`config.mk`:
```
export PLATFORM = sky130hd
export DESIGN_NAME = first_conv
export DESIGN_NICKNAME = d
export VERILOG_FILES = /design/src/rtl/first_conv.sv
export SDC_FILE = /design/constraint.sdc
export NUM_CORES = 2
export LEC_CHECK = 0
export CAP_MARGIN = 20
export CORE_MARGIN = 2
export CORE_UTILIZATION = 50
export CTS_CLUSTER_SIZE = 14
export DETAILED_ROUTE_END_ITERATION = 6
export HOLD_SLACK_MARGIN = 0.02
export PLACE_DENSITY = 0.66
export REMOVE_ABC_BUFFERS = 1
export SETUP_SLACK_MARGIN = 0.02
export SYNTH_ARGS = -nofsm -noshare
export SYNTH_HDL_FRONTEND = slang
export SYNTH_SLANG_ARGS = --single-unit
```
`constraint.sdc`:
```
create_clock -name clk -period 8.6 [get_ports clk]
set_input_delay 1.72 -clock clk [delete_from_list [all_inputs] [get_ports clk]]
set_output_delay 1.72 -clock clk [all_outputs]
set_load 0.02 [all_outputs]
```
`src/rtl/first_conv.sv`:
```
// first_conv: 3x3 single-channel convolution over a raster 8-bit image stream.
// Loads nine signed weights and a bias, then streams pixels through two line
// buffers into a 3x3 window. A three-stage pipeline (multiply, sum, requantise)
// emits ReLU'd, shifted, saturated 8-bit features with their output coordinates.
module first_conv #(
  parameter int IMG_W = 34,
  parameter int IMG_H = 34,
  parameter int SHIFT = 7
) (
  input  logic        clk,
  input  logic        rst_n,
  input  logic        coef_valid,
  input  logic [15:0] coef_data,
  input  logic        reload,
  input  logic        din_valid,
  input  logic [7:0]  din,
  output logic        din_ready,
  output logic        dout_valid,
  output logic [7:0]  dout,
  output logic [5:0]  out_col,
  output logic [5:0]  out_row,
  output logic        frame_done
);

  localparam int DATA_W = 8;
  localparam int COEF_W = 8;
  localparam logic [5:0] COL_LAST = 6'(IMG_W - 1);
  localparam logic [5:0] ROW_LAST = 6'(IMG_H - 1);

  typedef enum logic {S_LOAD, S_RUN} state_t;

  state_t                    state_q, state_d;
  logic [3:0]                cidx_q, cidx_d;
  logic                      pend_q, pend_d;
  logic                      din_ready_q, din_ready_d;
  logic signed [COEF_W-1:0]  w_q[9], w_d[9];
  logic signed [15:0]        bias_q, bias_d;
  logic [5:0]                in_col_q, in_col_d, in_row_q, in_row_d;
  logic [DATA_W-1:0]         lb0_q[IMG_W], lb0_d[IMG_W];
  logic [DATA_W-1:0]         lb1_q[IMG_W], lb1_d[IMG_W];
  logic [DATA_W-1:0]         win_q[9], win_d[9];

  logic                      vld_p0_q, vld_p0_d, last_p0_q, last_p0_d;
  logic [5:0]                col_p0_q, col_p0_d, row_p0_q, row_p0_d;
  logic signed [16:0]        prod_p1_q[9], prod_p1_d[9];
  logic                      vld_p1_q, vld_p1_d, last_p1_q, last_p1_d;
  logic [5:0]                col_p1_q, col_p1_d, row_p1_q, row_p1_d;
  logic signed [20:0]        sum_p2_q, sum_p2_d;
  logic                      vld_p2_q, vld_p2_d, last_p2_q, last_p2_d;
  logic [5:0]                col_p2_q, col_p2_d, row_p2_q, row_p2_d;
  logic                      dout_valid_q, dout_valid_d, frame_done_q, frame_done_d;
  logic [7:0]                dout_q, dout_d;
  logic [5:0]                out_col_q, out_col_d, out_row_q, out_row_d;

  logic accept;
  assign accept = din_valid && din_ready_q;

  // Unsigned pixel (zero-extended to 9 bits) times signed weight, 17-bit signed.
  function automatic logic signed [16:0] mul_px(input logic [DATA_W-1:0] px,
                                                input logic signed [COEF_W-1:0] w);
    logic signed [16:0] a, b;
    a = {9'b0, px};
    b = {{9{w[COEF_W-1]}}, w};
    return a * b;
  endfunction

  // ReLU, logical right shift, saturate to 8 bits.
  function automatic logic [7:0] requant(input logic signed [20:0] acc);
    logic [19:0] q;
    if (acc <= 21'sd0) return 8'd0;
    q = acc[19:0] >> SHIFT;
    return (q > 20'd255) ? 8'hFF : q[7:0];
  endfunction

  // Coefficient loading, reload handshake and input raster counters.
  always_comb begin
    state_d  = state_q;
    cidx_d   = cidx_q;
    pend_d   = pend_q;
    w_d      = w_q;
    bias_d   = bias_q;
    in_col_d = in_col_q;
    in_row_d = in_row_q;
    case (state_q)
      S_LOAD: begin
        if (coef_valid) begin
          if (cidx_q == 4'd9) begin
            bias_d  = coef_data;
            cidx_d  = 4'd0;
            state_d = S_RUN;
          end else begin
            w_d[cidx_q] = coef_data[COEF_W-1:0];
            cidx_d      = cidx_q + 4'd1;
          end
        end
      end
      default: begin
        if (reload) pend_d = 1'b1;
        if (accept) begin
          if (in_col_q == COL_LAST) begin
            in_col_d = 6'd0;
            in_row_d = (in_row_q == ROW_LAST) ? 6'd0 : in_row_q + 6'd1;
            if (in_row_q == ROW_LAST && pend_q) begin
              state_d = S_LOAD;
              pend_d  = 1'b0;
            end
          end else begin
            in_col_d = in_col_q + 6'd1;
          end
        end
      end
    endcase
    din_ready_d = (state_d == S_RUN);
  end

  // Window/line-buffer update and the multiply, sum, requantise pipeline.
  always_comb begin
    lb0_d = lb0_q;
    lb1_d = lb1_q;
    win_d = win_q;
    if (accept) begin
      win_d[0] = win_q[1];  win_d[1] = win_q[2];  win_d[2] = lb1_q[in_col_q];
      win_d[3] = win_q[4];  win_d[4] = win_q[5];  win_d[5] = lb0_q[in_col_q];
      win_d[6] = win_q[7];  win_d[7] = win_q[8];  win_d[8] = din;
      lb1_d[in_col_q] = lb0_q[in_col_q];
      lb0_d[in_col_q] = din;
    end
    // stage p0: tag the accepted beat
    vld_p0_d  = accept && (in_row_q >= 6'd2) && (in_col_q >= 6'd2);
    last_p0_d = accept && (in_row_q == ROW_LAST) && (in_col_q == COL_LAST);
    col_p0_d  = in_col_q - 6'd2;
    row_p0_d  = in_row_q - 6'd2;
    // stage p1: nine products
    for (int i = 0; i < 9; i++) prod_p1_d[i] = mul_px(win_q[i], w_q[i]);
    vld_p1_d  = vld_p0_q;
    last_p1_d = last_p0_q;
    col_p1_d  = col_p0_q;
    row_p1_d  = row_p0_q;
    // stage p2: accumulate with bias
    sum_p2_d = {{5{bias_q[15]}}, bias_q};
    for (int i = 0; i < 9; i++) sum_p2_d = sum_p2_d + {{4{prod_p1_q[i][16]}}, prod_p1_q[i]};
    vld_p2_d  = vld_p1_q;
    last_p2_d = last_p1_q;
    col_p2_d  = col_p1_q;
    row_p2_d  = row_p1_q;
    // stage p3: registered outputs, held between valid strobes
    dout_valid_d = vld_p2_q;
    frame_done_d = vld_p2_q && last_p2_q;
    dout_d       = vld_p2_q ? requant(sum_p2_q) : dout_q;
    out_col_d    = vld_p2_q ? col_p2_q : out_col_q;
    out_row_d    = vld_p2_q ? row_p2_q : out_row_q;
  end

  // All state, cleared by the asynchronous reset.
  always_ff @(posedge clk or negedge rst_n) begin
    if (!rst_n) begin
      state_q      <= S_LOAD;
      cidx_q       <= '0;
      pend_q       <= 1'b0;
      din_ready_q  <= 1'b0;
      bias_q       <= '0;
      in_col_q     <= '0;
      in_row_q     <= '0;
      for (int i = 0; i < 9; i++) begin
        w_q[i]       <= '0;
        win_q[i]     <= '0;
        prod_p1_q[i] <= '0;
      end
      for (int i = 0; i < IMG_W; i++) begin
        lb0_q[i] <= '0;
        lb1_q[i] <= '0;
      end
      vld_p0_q <= 1'b0; last_p0_q <= 1'b0; col_p0_q <= '0; row_p0_q <= '0;
      vld_p1_q <= 1'b0; last_p1_q <= 1'b0; col_p1_q <= '0; row_p1_q <= '0;
      sum_p2_q <= '0;
      vld_p2_q <= 1'b0; last_p2_q <= 1'b0; col_p2_q <= '0; row_p2_q <= '0;
      dout_valid_q <= 1'b0;
      frame_done_q <= 1'b0;
      dout_q       <= '0;
      out_col_q    <= '0;
      out_row_q    <= '0;
    end else begin
      state_q      <= state_d;
      cidx_q       <= cidx_d;
      pend_q       <= pend_d;
      din_ready_q  <= din_ready_d;
      w_q          <= w_d;
      bias_q       <= bias_d;
      in_col_q     <= in_col_d;
      in_row_q     <= in_row_d;
      lb0_q        <= lb0_d;
      lb1_q        <= lb1_d;
      win_q        <= win_d;
      vld_p0_q <= vld_p0_d; last_p0_q <= last_p0_d; col_p0_q <= col_p0_d; row_p0_q <= row_p0_d;
      prod_p1_q    <= prod_p1_d;
      vld_p1_q <= vld_p1_d; last_p1_q <= last_p1_d; col_p1_q <= col_p1_d; row_p1_q <= row_p1_d;
      sum_p2_q     <= sum_p2_d;
      vld_p2_q <= vld_p2_d; last_p2_q <= last_p2_d; col_p2_q <= col_p2_d; row_p2_q <= row_p2_d;
      dout_valid_q <= dout_valid_d;
      frame_done_q <= frame_done_d;
      dout_q       <= dout_d;
      out_col_q    <= out_col_d;
      out_row_q    <= out_row_d;
    end
  end

  assign din_ready  = din_ready_q;
  assign dout_valid = dout_valid_q;
  assign dout       = dout_q;
  assign out_col    = out_col_q;
  assign out_row    = out_row_q;
  assign frame_done = frame_done_q;

endmodule

```
Word-level counts from Yosys, hierarchy flattened --
Index checks and enable logic that the tools add are counted. Widths: inputs -> output; s select.
Operators by class: $lt $le $gt $ge 8, add/subtract/negate cells 14, reductions and logical operators 14, bitwise logic cells 4, multiply operators 9, multiplexer cells 30, equal/unequal tests 3
Operators by type and width (count):
- $bwmux 272 | 2
- $mul 9x8->17 | 9
- $add 21x21->21 | 5
- $bmux 8 s6 | 2
- $bwmux 72 | 1
- $mux 8 | 9
- $demux 8 s6 | 1
- $demux 8 s4 | 1
- $add 20x17->21 | 1
- $le 21x1->1 const B | 1
- $add 19x17->20 | 1
- $add 18x17->19 | 1
- $add 16x17->18 | 1
- $gt 13x8->1 const B | 1
- $add 6x1->6 const B | 2
- $eq 6x6->1 const B | 2
- $ge 6x2->1 const B | 2
- $mux 6 | 2
- $sub 6x2->6 const B | 2
- $mux 1 | 11
- $logic_and 1x1->1 | 9
- $reduce_and 3->1 | 3
- $ge 7x7->1 const B | 1
- $lt 7x1->1 const B | 1
- 9 further kinds | 11
Storage, ports and cells: logic and storage cells 201, output and inout port bits 23, input port bits 29, flip-flop bits (word level) 960

Longest topological paths before layout --
depth in word-level cells 9, gate-level depth with buffers 19, mapped depth without buffers 18

Worst setup path after synthesis --
OpenSTA, ideal clock, no wires.
path kind register -> register, start point register prod_p1_q[93] in the netlist's numbering, end point register sum_p2_q[17], period minus slack after synthesis 4.775 ns, path slack 3.825 ns, arrival 4.647 ns, data required time 8.472 ns, cell stages (with the launch flop) 15, setup time 0.128 ns, path through dfrtp_1 -> fa_1 -> fa_1 -> fa_1 -> fa_1 -> inv_1 -> fa_1 -> inv_1 -> ha_1 -> a211o_1 -> a2111oi_0 -> a21oi_1 -> a221oi_1 -> a21oi_1 -> xor2_1
On the way: word-level cells in the longest chain between the ends 6
RTL lines:
- start: declaration | line 45 | logic signed [16:0] prod_p1_q[9], prod_p1_d[9];
- start signal: assignment | line 195 | prod_p1_q <= prod_p1_d;
- $add 20x17->21 | line 141 | for (int i = 0; i < 9; i++) sum_p2_d = sum_p2_d + {{4{prod_p1_q[i][16]}}, prod_p1_q[i]};
- $add 21x21->21 (5 in series) | line 141
- named net sum_p2_d[17] | line 48 | logic signed [20:0] sum_p2_q, sum_p2_d;
- end signal: assignment | line 197 | sum_p2_q <= sum_p2_d;
- end: declaration | line 48
The timed path passes the listed nets, and every way through them passes these cells. A chain may end at the register's enable or synchronous reset.

Worst setup path in the final report --
Same ends and word-level chain as after synthesis.

==> results.toml <==
[logic_synthesis]
ys_warn_count = 0
synthesis.area_per_instance_um2 = 11.05
synth_edf_count = 0
synthDistinctLibCells = 76
ys_ff_latch = 960
ys.flop_type = "dfrtp_1"
syn_inst = 5607
ys_seq_area_frac = 0.3876
ys_async_sr_fraction = 1.000
syn_area_mm2 = 0.06198

[floorplan]
coreArea_mm2 = 0.1233
pin_count = 52
die_area_mm2 = 0.1268
die_h_um = 356.1
fp.dieW_um = 356.1
rows = 129
initial_utilization = 0.5027

[clock_network]
clkLatencyLatePin_ns = 0.74
cts_root_buf = "clkbuf_16"
cts_buffer_depth = 3
clk_pin_slew_ns = 0.06
cts_resized = 0
clock-sinks = 960
postCtsSetupRepairBufs = 0
cts_tree = "built"
cts_inserted_buffers = 103
cts_max_level = 3
cts_hold_buffers = 0

[sta]
finalClockSkew_ns = 0.05566
finalSetupTns_ns = 0
fin_crit_ns = 5.151
max_slew_margin = 0.2566
tightest_slew_ns = 1.112
fin_crit_sh = 0.5990
setup_slack_ns = 3.449
hold_viol_final = 0
setup_viol = 0
whs_ns = 0.3457
fmax_mhz = 194.1
drv_slew = 0
rsz0062_at_grt = "no"

[cells_and_area]
register_area_mm2 = 0.02403
drive_above_1_share = 0.1361
fill_cells = 10647
multi_input_area_mm2 = 0.03403
nets = 6488
fin_area_mm2 = 0.06738
area_growth_pct = 8.710
diodes = 0

[grt]
grtUsageTotal = 0.2516
antenna_found_initial = 4
grt_pass1_vias = 41943
grt_max_degree = 187
grt_pass1_wl_um = 245800
overflow = 0

[placement]
dp_hpwl_um = 109100
numPortBuffers = 51
gp_congestion = 0.9008
postPlaceCellArea_mm2 = 0.06382
pre_cts_ws_ns = 3.515

[critical_path]
cp-end-kind = "flip-flop"
crit_path_max_fanout = 6
rrSetupSlack_ns = 3.45
worstReg2RegEnd = "sum_p2_q[17]"
worstPathRequired_ns = 9.17
path_cells = "fa_1, fa_1, fa_1, fa_1, inv_1, fa_1, inv_1, ha_1, a211o_1, a2111oi_0, a21oi_1, a221oi_1, a21oi_1, xor2_1"
setup.worst_path.end = "sum_p2_q[17]"
cp.depth = 14
critPathSlowestCell = "fa_1"
path_delay_family = "adder cells"
cpPeakStageDelay_ns = 0.56
ff2ff_path_depth = 14
critical_path_class = "flip-flop to flip-flop"
r2r-start = "prod_p1_q[93]"
crit_path_start = "prod_p1_q[93]"
critical_path_arrival_ns = 5.72
crit_buf_inv = 2
cpMostUsedCell = "fa_1"
worst_setup_path_start_kind = "flip-flop"

[detailed_routing]
wl_per_cell_um = 21.11
firstDrtPassIters = 5
vias = 39955
vias_per_cell = 5.482
drc = 0
ant_nets = 0
drt_iter0_drc = 2749
wl_um = 153800

[flow_run]
maxCapViolCount = 0

[min_path]
hold_path.class = "flip-flop to flip-flop"

[run_status]
outcome = "finished clean"
[registers in the layout, indices dropped and copies added (netlist names), 8 cells and up]
| register | flops |
|---|---|
| lb0_q | 272 |
| lb1_q | 272 |
| prod_p1_q | 153 |
| w_q | 72 |
| win_q | 72 |
| sum_p2_q | 21 |
| bias_q | 16 |
| dout | 8 |
[final cells by class]
class,count,share of cell area
Multi-Input combinational cell,3693,0.5050
Sequential cell,960,0.3566
Clock buffer,139,0.04308
Inverter,676,0.03766
Tap cell,1637,0.03040
Timing Repair Buffer,128,0.01745
Clock inverter,56,0.009804
[placed cells by master (no fill, tap or decap), drive strengths merged, types with 33 or more instances in the layout]
cell type      count
nand3             49
mux2             381
inv              683
mux4              79
buf               78
a21oi            366
xnor2            110
nor3              33
fa               473
nand2b            64
ha               424
o21ai             58
and2             305
clkdlybuf4s50     50
mux2i            123
a22oi             42
dfrtp            960
nand2            475
clkbuf           139
nor2             413
[logic make-up after synthesis]
| kind of cell | count (synthesis) | synth area share |
|---|---|---|
| XOR/XNOR | 140 | 0.01978 |
| AND/OR/NAND/NOR | 1432 | 0.1095 |
| buffers and inverters | 954 | 0.06401 |
| flip-flops | 960 | 0.3876 |
| AO/OA/AOI/OAI | 641 | 0.06302 |
| adder cells (fa/ha/maj) | 897 | 0.2384 |
| multiplexers | 583 | 0.1178 |
[Yosys cell counts, types with 17 or more instances]
master	count	area share
o21ai_0	54	0.0044
buf_2	84	0.0068
xnor2_1	110	0.016
a21oi_1	365	0.029
nor2_1	380	0.023
buf_4	35	0.0042
mux4_2	79	0.029
buf_6	20	0.0036
fa_1	473	0.15
nand4_1	17	0.0017
a22oi_1	42	0.0051
nor2b_1	24	0.0024
a21o_1	25	0.0030
mux2_2	371	0.067
dfrtp_1	960	0.39
and2_1	305	0.031
o21bai_1	19	0.0023
nand2_1	475	0.029
nor2_2	31	0.0031
clkbuf_1	126	0.0076
xor2_1	30	0.0042
ha_1	424	0.086
nor3_1	32	0.0026
nand3_1	47	0.0038
inv_1	675	0.041
nand2b_1	64	0.0065
mux2i_1	123	0.020
[worst min path at each step]
stage / endpoint / cells past startpoint / startpoint
floorplan: col_p1_q[0] / 0 / col_p0_q[0]
global placement: row_p2_q[5] / 0 / row_p1_q[5]
detailed placement: col_p1_q[1] / 0 / col_p0_q[1]
CTS: col_p1_q[1] / 0 / col_p0_q[1]
global route: row_p1_q[4] / 0 / row_p0_q[4]
finish: row_p1_q[4] / 0 / row_p0_q[4]
[stage by stage]
step             util  instances
6_report       0.5464       7289
5_1_grt        0.5464       7289
4_1_cts        0.5464       7289
3_5_place_dp   0.5175       7094
3_3_place_gp   0.5174       7093
2_1_floorplan       -       5329
[layer usage]
| layer | vias up | part of all wire | GRT usage |
|---|---|---|---|
| li1 | 18228 | - | - |
| met1 | 20531 | 0.43 | 0.3370 |
| met2 | 886 | 0.48 | 0.4155 |
| met3 | 308 | 0.047 | 0.03534 |
| met4 | 2 | 0.043 | 0.09873 |
| met5 | - | 0.000085 | 0 |
Power is left out: the tool's default activity adds up to more than one toggle a clock period on the data nets, which glitch-free logic cannot reach.
